## src/rtl/dot_pkg.sv

```systemverilog
// Shared types and sizing helpers for the dot-product operand collector.
// Build option: define DOC_LAST_EN to enable early vector termination via in_last.
package dot_pkg;

    localparam int DOT_N     = 4;
    localparam int DOT_WIDTH = 16;

    typedef enum logic [1:0] {FILL, EVAL, HOLD} doc_state_t;

    typedef logic signed [DOT_WIDTH-1:0] elem_t;

    // Index width for an N-slot buffer; clamped to 1 so N=1 still yields a legal vector.
    function automatic int idx_w(input int n);
        return (n > 1) ? $clog2(n) : 1;
    endfunction

endpackage

```

## src/rtl/dot_elem_buffer.sv

```systemverilog
// N x 2 element register file: one indexed write port and a synchronous clear.
module dot_elem_buffer
    import dot_pkg::*;
#(
    parameter int N     = DOT_N,
    parameter int WIDTH = DOT_WIDTH,
    parameter int IW    = idx_w(N)
) (
    input  logic                    clk,
    input  logic                    rst,
    input  logic                    clr,
    input  logic                    wr_en,
    input  logic [IW-1:0]           wr_idx,
    input  logic [WIDTH-1:0]        wr_a,
    input  logic [WIDTH-1:0]        wr_b,
    output logic [N-1:0][WIDTH-1:0] vec_a,
    output logic [N-1:0][WIDTH-1:0] vec_b
);

    logic [N-1:0][WIDTH-1:0] vec_a_q;
    logic [N-1:0][WIDTH-1:0] vec_b_q;

    // Clear wins over write so a vector never survives into the next fill.
    always_ff @(posedge clk) begin
        if (rst || clr) begin
            vec_a_q <= '0;
            vec_b_q <= '0;
        end else if (wr_en) begin
            vec_a_q[wr_idx] <= wr_a;
            vec_b_q[wr_idx] <= wr_b;
        end
    end

    assign vec_a = vec_a_q;
    assign vec_b = vec_b_q;

endmodule

```

## src/rtl/dot_operand_collector.sv

```systemverilog
// Collects (a,b) element pairs into N-wide vectors, feeds the dot-product unit and
// offers its registered result downstream. Build option: DOC_LAST_EN adds in_last.
module dot_operand_collector
    import dot_pkg::*;
#(
    parameter int N     = DOT_N,
    parameter int WIDTH = DOT_WIDTH
) (
    input  logic                    clk,
    input  logic                    rst,
    input  logic                    in_valid,
    output logic                    in_ready,
    input  logic [WIDTH-1:0]        in_a,
    input  logic [WIDTH-1:0]        in_b,
`ifdef DOC_LAST_EN
    input  logic                    in_last,
`endif
    output logic [N-1:0][WIDTH-1:0] dp_a,
    output logic [N-1:0][WIDTH-1:0] dp_b,
    input  logic [WIDTH-1:0]        dp_result,
    output logic                    out_valid,
    input  logic                    out_ready,
    output logic [WIDTH-1:0]        out_result,
    output doc_state_t              state_dbg
);

    localparam int IW = idx_w(N);

    // Handshake: a transfer happens on a posedge where valid && ready are both high;
    // ready never depends on valid, and valid/data hold until the transfer.
    doc_state_t       state_q;
    logic [IW-1:0]    idx_q;
    logic             out_valid_q;
    logic [WIDTH-1:0] out_result_q;

    logic accept_d;
    logic last_slot_d;
    logic end_vec_d;
    logic clr_d;

    assign in_ready    = (state_q == FILL) && !rst;
    assign accept_d    = in_valid && in_ready;
    assign last_slot_d = (idx_q == IW'(N - 1));
`ifdef DOC_LAST_EN
    assign end_vec_d   = last_slot_d || in_last;
`else
    assign end_vec_d   = last_slot_d;
`endif
    assign clr_d       = (state_q == HOLD) && out_ready;

    always_ff @(posedge clk) begin
        if (rst) begin
            state_q      <= FILL;
            idx_q        <= '0;
            out_valid_q  <= 1'b0;
            out_result_q <= '0;
        end else begin
            case (state_q)
                FILL: begin
                    if (accept_d) begin
                        if (end_vec_d) begin
                            idx_q   <= '0;
                            state_q <= EVAL;
                        end else begin
                            idx_q <= idx_q + 1'b1;
                        end
                    end
                end
                // Vectors became stable at the end of FILL, so dp_result has settled here.
                EVAL: begin
                    out_result_q <= dp_result;
                    out_valid_q  <= 1'b1;
                    state_q      <= HOLD;
                end
                HOLD: begin
                    if (out_ready) begin
                        out_valid_q <= 1'b0;
                        state_q     <= FILL;
                    end
                end
                default: begin
                    state_q <= FILL;
                    idx_q   <= '0;
                end
            endcase
        end
    end

    dot_elem_buffer #(
        .N     (N),
        .WIDTH (WIDTH),
        .IW    (IW)
    ) u_buf (
        .clk    (clk),
        .rst    (rst),
        .clr    (clr_d),
        .wr_en  (accept_d),
        .wr_idx (idx_q),
        .wr_a   (in_a),
        .wr_b   (in_b),
        .vec_a  (dp_a),
        .vec_b  (dp_b)
    );

    assign out_valid  = out_valid_q;
    assign out_result = out_result_q;
    assign state_dbg  = state_q;

endmodule
```

## config.mk

```make
export PLATFORM = sky130hd
export DESIGN_NAME = dot_operand_collector
export DESIGN_NICKNAME = d
export VERILOG_FILES = /design/src/rtl/dot_pkg.sv /design/src/rtl/dot_elem_buffer.sv /design/src/rtl/dot_operand_collector.sv
export SDC_FILE = /design/constraint.sdc
export NUM_CORES = 1
export LEC_CHECK = 0
export ABC_AREA = 1
export BUFFER_PORTS_ARGS = -buffer_cell sky130_fd_sc_hd__buf_2
export CELL_PAD_IN_SITES_DETAIL_PLACEMENT = 1
export CELL_PAD_IN_SITES_GLOBAL_PLACEMENT = 2
export CORE_MARGIN = 10
export CORE_UTILIZATION = 29
export DETAILED_ROUTE_END_ITERATION = 7
export GPL_ROUTABILITY_DRIVEN = 0
export PLACE_DENSITY_LB_ADDON = 0.1
export SYNTH_ARGS = -nofsm -noshare
export SYNTH_HDL_FRONTEND = slang
export SYNTH_SLANG_ARGS = --single-unit
```

## constraint.sdc

```tcl
create_clock -name clk -period 3.01 [get_ports clk]
set_input_delay 0 -clock clk [delete_from_list [all_inputs] [get_ports clk]]
set_output_delay 0 -clock clk [all_outputs]
set_load 0.1 [all_outputs]
```

==> impl_metrics.ini, run 1 <==
[run_status]
outcome = finished clean

[drt]
wirelength_um = 20500
met3_wirelength_um = 1740
via_per_inst = 4.62
drc = 0
drt-initial-drc-count = 179
first_pass_iters = 4
vias = 5361
wl_per_cell_um = 17.7
wl_met1_um = 8820
routed.top_layer = met4
wl_met2_um = 9670
ant_nets = 0

[final_layout]
fillers = 2293
syn_to_final_growth_pct = 39.1
stdcell_area_um2 = 7600
drive_above_1_share = 0.268
nets = 973
n_antenna_cell = 0

[synth]
yosysMostFrequentCell = nor2_1
synth_area_um2 = 5460
async_flop_share = 0
synth_area_leaders = dfxtp_1, nor2_1, o21ai_0
synthesis.nets = 742
yosysSeqAreaShare = 0.546
synth.ff_latch_count = 149
synth_edf_count = 0
synth.avg_cell_area_um2 = 7.99
ys_types = 19
yosysWarnings = 0
synth_flop_cell = dfxtp_1
ys_top_cells_by_count = nor2_1, dfxtp_1, o21ai_0
synthCells = 683
synth_top_area_frac = 0.546
yosys.area.top_type = dfxtp_1

[floorplan]
start_util = 0.293
rows = 50
core_um2 = 18600
die_w_um = 157
die_area_um2 = 24700
io_pins = 200
fp.dieH_um = 157

[job]
maxCapViolCount = 0

[cts]
cts_tree = yes
htreeDepth = 4
cts_inserted_buffers = 17
clockRootBuffer = clkbuf_16
clkLatencyLatePin_ps = 410
path_clk_slew_ps = 60
cts_buffer_depth = 2
post_cts_resize_count = 0
cts_sinks = 149

[power]
p_leak_nw = 3.90
ir_drop_mv = 0.376
p_per_area_nw_per_um2 = 721
total_power_mw = 5.48

[grt]
grt_max_degree = 66
grt_pass1_vias = 5807
grt_pass1_wl_um = 31700
antenna_found_initial = 0
grt_util_all_layers = 0.163
grt-ovfl-total = 0

[placement]
dpl_cell_area_um2 = 6500
dp_hpwl_um = 14200
portBuffers = 199

[worst_hold_path]
holdCritPathClass = in -> reg

[setup_path]
path_max_fanout = 32
cp.arrival_ps = 2650
required_ps = 3310
critPathLaunchType = register
criticalPathCategory = reg -> reg
endpoint_kind = register

[sta]
period_share = 0.779
period_needed_ps = 2340
fmaxAchievable_mhz = 427
skew_ps = 5.63
fin_tns_setup_ps = 0
worst_slew_pin_slew_ps = 681
hold_violations = 0
rsz0062_at_grt = false
slew_headroom = 0.546
finalMaxSlewViolations = 0
setup_violations = 0
[logic make-up (layout without fill, tap and decap cells)]
kind of cell	Yosys count	after routing	synth area share
compound gates	148	148	0.137
simple gates	318	318	0.228
fa+ha+maj	7	7	0.0160
buf+inv	61	305	0.0731
flops	149	149	0.546
[cell usage in the layout, fill, tap and decap left out]
master and n:
buf_4 4, dfxtp_1 149, nand3_1 4, nand3_4 1, a21oi_1 1, inv_1 13
o21ai_1 22, o21a_1 1, clkinvlp_4 3, clkinv_2 5, inv_2 5, clkinv_4 1
nand2_1 9, ha_1 7, clkbuf_8 2, dlygate4sd3_1 49, clkinv_1 1, bufinv_16 3
a21oi_4 1, nor2_1 300, clkbuf_16 17, buf_2 199, inv_6 1, nor2_4 4
o21ai_0 123, buf_12 2
[layer usage]
metal	global-route usage	vias to the layer above
met5	0	-
met4	0.0467	0
met3	0.0669	18
met2	0.272	137
met1	0.187	2575
li1	-	2631
[worst paths after layout]
check	start	endpoint	slack, ps	cells past startpoint
min reg2reg	out_valid	out_valid	470	1
max	state_dbg[1]	u_buf.vec_b[55]	670	7
max reg2reg	state_dbg[1]	u_buf.vec_b[55]	670	7
min	rst	out_valid	20	3
[through the flow]
stage	utilization	hold WS, ps	std cells	worst slack [ps]
2_1_floorplan	-	135	683	537
3_3_place_gp	0.349	224	1080	714
3_5_place_dp	0.349	233	1080	616
4_1_cts	0.407	7.33	1161	590
5_1_grt	0.407	36.0	1161	396
6_report	0.407	15.8	1161	666
[layout make-up]
cell class                 instances  area (µm²)  share of cell area
sequential                       149        2980               0.393
clock inverter                    13         155              0.0204
tap                              234         293              0.0385
clock buffer                      19         453              0.0596
multi-input combinational        473        2080               0.274
inverter                          19        71.3             0.00939
timing repair buffer             254        1560               0.205
[where the power goes]
group          switching [mW]  internal [mW]
sequential             0.0527           2.07
combinational           0.953          0.200
clock                   0.857           1.34
[worst max-delay path, stage by stage (launching register included)]
cell	delay, ps
dfxtp_1	350
inv_1	100
ha_1	300
nand3_4	180
nor2_4	570
inv_2	470
nor2_1	200
nor2_1	60
[state kept, by name, summed over array words and instances, names as in the netlist]
| name | flops |
|---|---|
| u_buf.vec_a | 64 |
| state_dbg | 2 |
| out_valid | 1 |
| out_result | 16 |
| u_buf.vec_b | 64 |
| idx_q | 2 |
[what timing repair did]
item                                   CTS  global route
setup endpoints to repair                0             0
setup buffers                            0             0
endpoints found under the hold margin  145             0
hold buffers                            49             0
Power figures use the tool's default switching activity.
==> run 2, diff against run 1 <==
CORE_UTILIZATION = 27   (was 29)
clock period = 2.2 ns   (was 3.01 ns; I/O delays follow)
==> run 2 against run 1 <==
  * Non-clock buffer count grew 3
  * Setup slack worse by 300 ps
  * Register-to-register slack got worse by 300 ps
  * Via count rose by 0.39%
  * Clock power increased by 42%
  * Global-route usage fell by 0.44 points
  * Largest power group unchanged
==> impl_metrics.ini, run 2 (same netlist as run 1, synthesis figures left out) <==
[run_status]
outcome = finished clean

[final_layout]
fillers = 2415
syn_to_final_growth_pct = 40.5
stdcell_area_um2 = 7670
n_antenna_cell = 0
layout.cells.non_filler = 1194
multi_input_area_um2 = 2090
final_cell_mix = nor2_1, buf_2, dfxtp_1
ff_latch_area_um2 = 2980
drive_above_1_share = 0.270
nets = 976
final_common_cell = nor2_1
utilization = 0.390

[sta]
rsz0062_at_grt = false
setup_violations = 0
worst_slew_pin_slew_ps = 730
period_needed_ps = 1840
finalMaxSlewViolations = 0
fin_ws_ps = 364
hold_violations = 0
skew_ps = 11.0
fin_tns_setup_ps = 0
period_share = 0.834
fmaxAchievable_mhz = 545
slew_headroom = 0.513

[drt]
drt-initial-drc-count = 173
wl_per_cell_um = 17.5
vias = 5382
wirelength_um = 20900
via_per_inst = 4.51
first_pass_iters = 4
ant_nets = 0
drc = 0

[setup_path]
critPathTopFamily = simple AND/OR/NAND/NOR gates
cp_cell_sequence = inv_1, ha_1, nand3_4, nor2_4, inv_2, nor2_1, nor2_1
crit_path_top_delay_cell = dfxtp_2
path_max_fanout = 32
r2r_cells = 7
reg2reg_from = state_dbg[0]
rrSetupSlack_ps = 360
endpoint_kind = register
cp_num_buf_inv = 2
cp.arrival_ps = 2140
criticalPathCategory = reg -> reg
reg2reg_to = u_buf.vec_a[6]
slowest_delay_ps = 340
required_ps = 2510
critPathLaunchType = register
cpMostUsedCell = nor2_1

[worst_hold_path]
holdCritPathClass = in -> reg
min_path_cells = 5
hp-start = in_valid
hold_end = state_dbg[0]

[floorplan]
core_um2 = 19700
start_util = 0.278
fp.dieH_um = 162
rows = 51
io_pins = 200
die_w_um = 162
die_area_um2 = 26300

[grt]
antenna_found_initial = 0
grt-ovfl-total = 0
grt_max_degree = 130
grt_pass1_wl_um = 33000
grt_pass1_vias = 5944
grt_util_all_layers = 0.159

[power]
ir_drop_mv = 0.519
p_per_area_nw_per_um2 = 991
p_leak_nw = 3.92

[cts]
htreeDepth = 4
cts_inserted_buffers = 17
cts_tree = yes
clkLatencyLatePin_ps = 430
post_cts_resize_count = 0
path_clk_slew_ps = 60
clockRootBuffer = clkbuf_16
cts_sinks = 149
cts_buffer_depth = 2

[placement]
dpl_cell_area_um2 = 6550
dp_slack_ps = 335
dp.cells = 1114
portBuffers = 199
dp_hpwl_um = 14700

[job]
maxCapViolCount = 0
==> run 2: final cells by class <==
cell class                 instances  share of cell area
clock inverter                    11              0.0228
timing repair buffer             257               0.204
inverter                          19             0.00930
clock buffer                      20              0.0595
tap                              265              0.0432
sequential                       149               0.389
multi-input combinational        473               0.272
==> run 2: through the flow <==
step | power, mW | hold WS, ps
after global placement | 4.47 | 223
after global routing | 7.93 | 148
after detailed placement | 4.49 | 229
after floorplan | 4.17 | 135
final | 7.61 | 94.1
after CTS | 7.72 | 87.5
==> run 2: routing by layer <==
metal	up-vias	track usage	share of wire
met5	-	0	0
met4	0	0.0492	0.015
met3	23	0.0569	0.071
met2	142	0.269	0.48
met1	2573	0.182	0.43
li1	2644	-	-
==> run 2: worst max path at each step <==
stage,from,end,cells after the start
global placement,state_dbg[0],u_buf.vec_a[10],7
detailed placement,state_dbg[0],u_buf.vec_a[6],7
CTS,state_dbg[0],u_buf.vec_a[7],7
finish,state_dbg[0],u_buf.vec_a[6],7
floorplan,state_dbg[1],u_buf.vec_a[16],7
global route,state_dbg[0],u_buf.vec_b[1],7
==> run 2: power breakdown <==
part | internal [mW] | leakage, nW | switching (mW) | total [mW]
sequential | 2.83 | 1.21 | 0.0805 | 2.91
combinational | 0.274 | 2.41 | 1.30 | 1.57
clock | 1.96 | 0.303 | 1.16 | 3.12
==> run 2: worst min-delay path: cells and delay by family <==
family | cells | cell delay (ps)
AO/OA/AOI/OAI | 1 | 90
buffers and inverters | 1 | 120
AND/OR/NAND/NOR | 3 | 270
==> run 2: what timing repair did <==
action / 4_1_cts / 5_1_grt
buffers inserted: 0 / 0
hold buffers: 49 / 0
endpoints found under the hold margin: 145 / 0
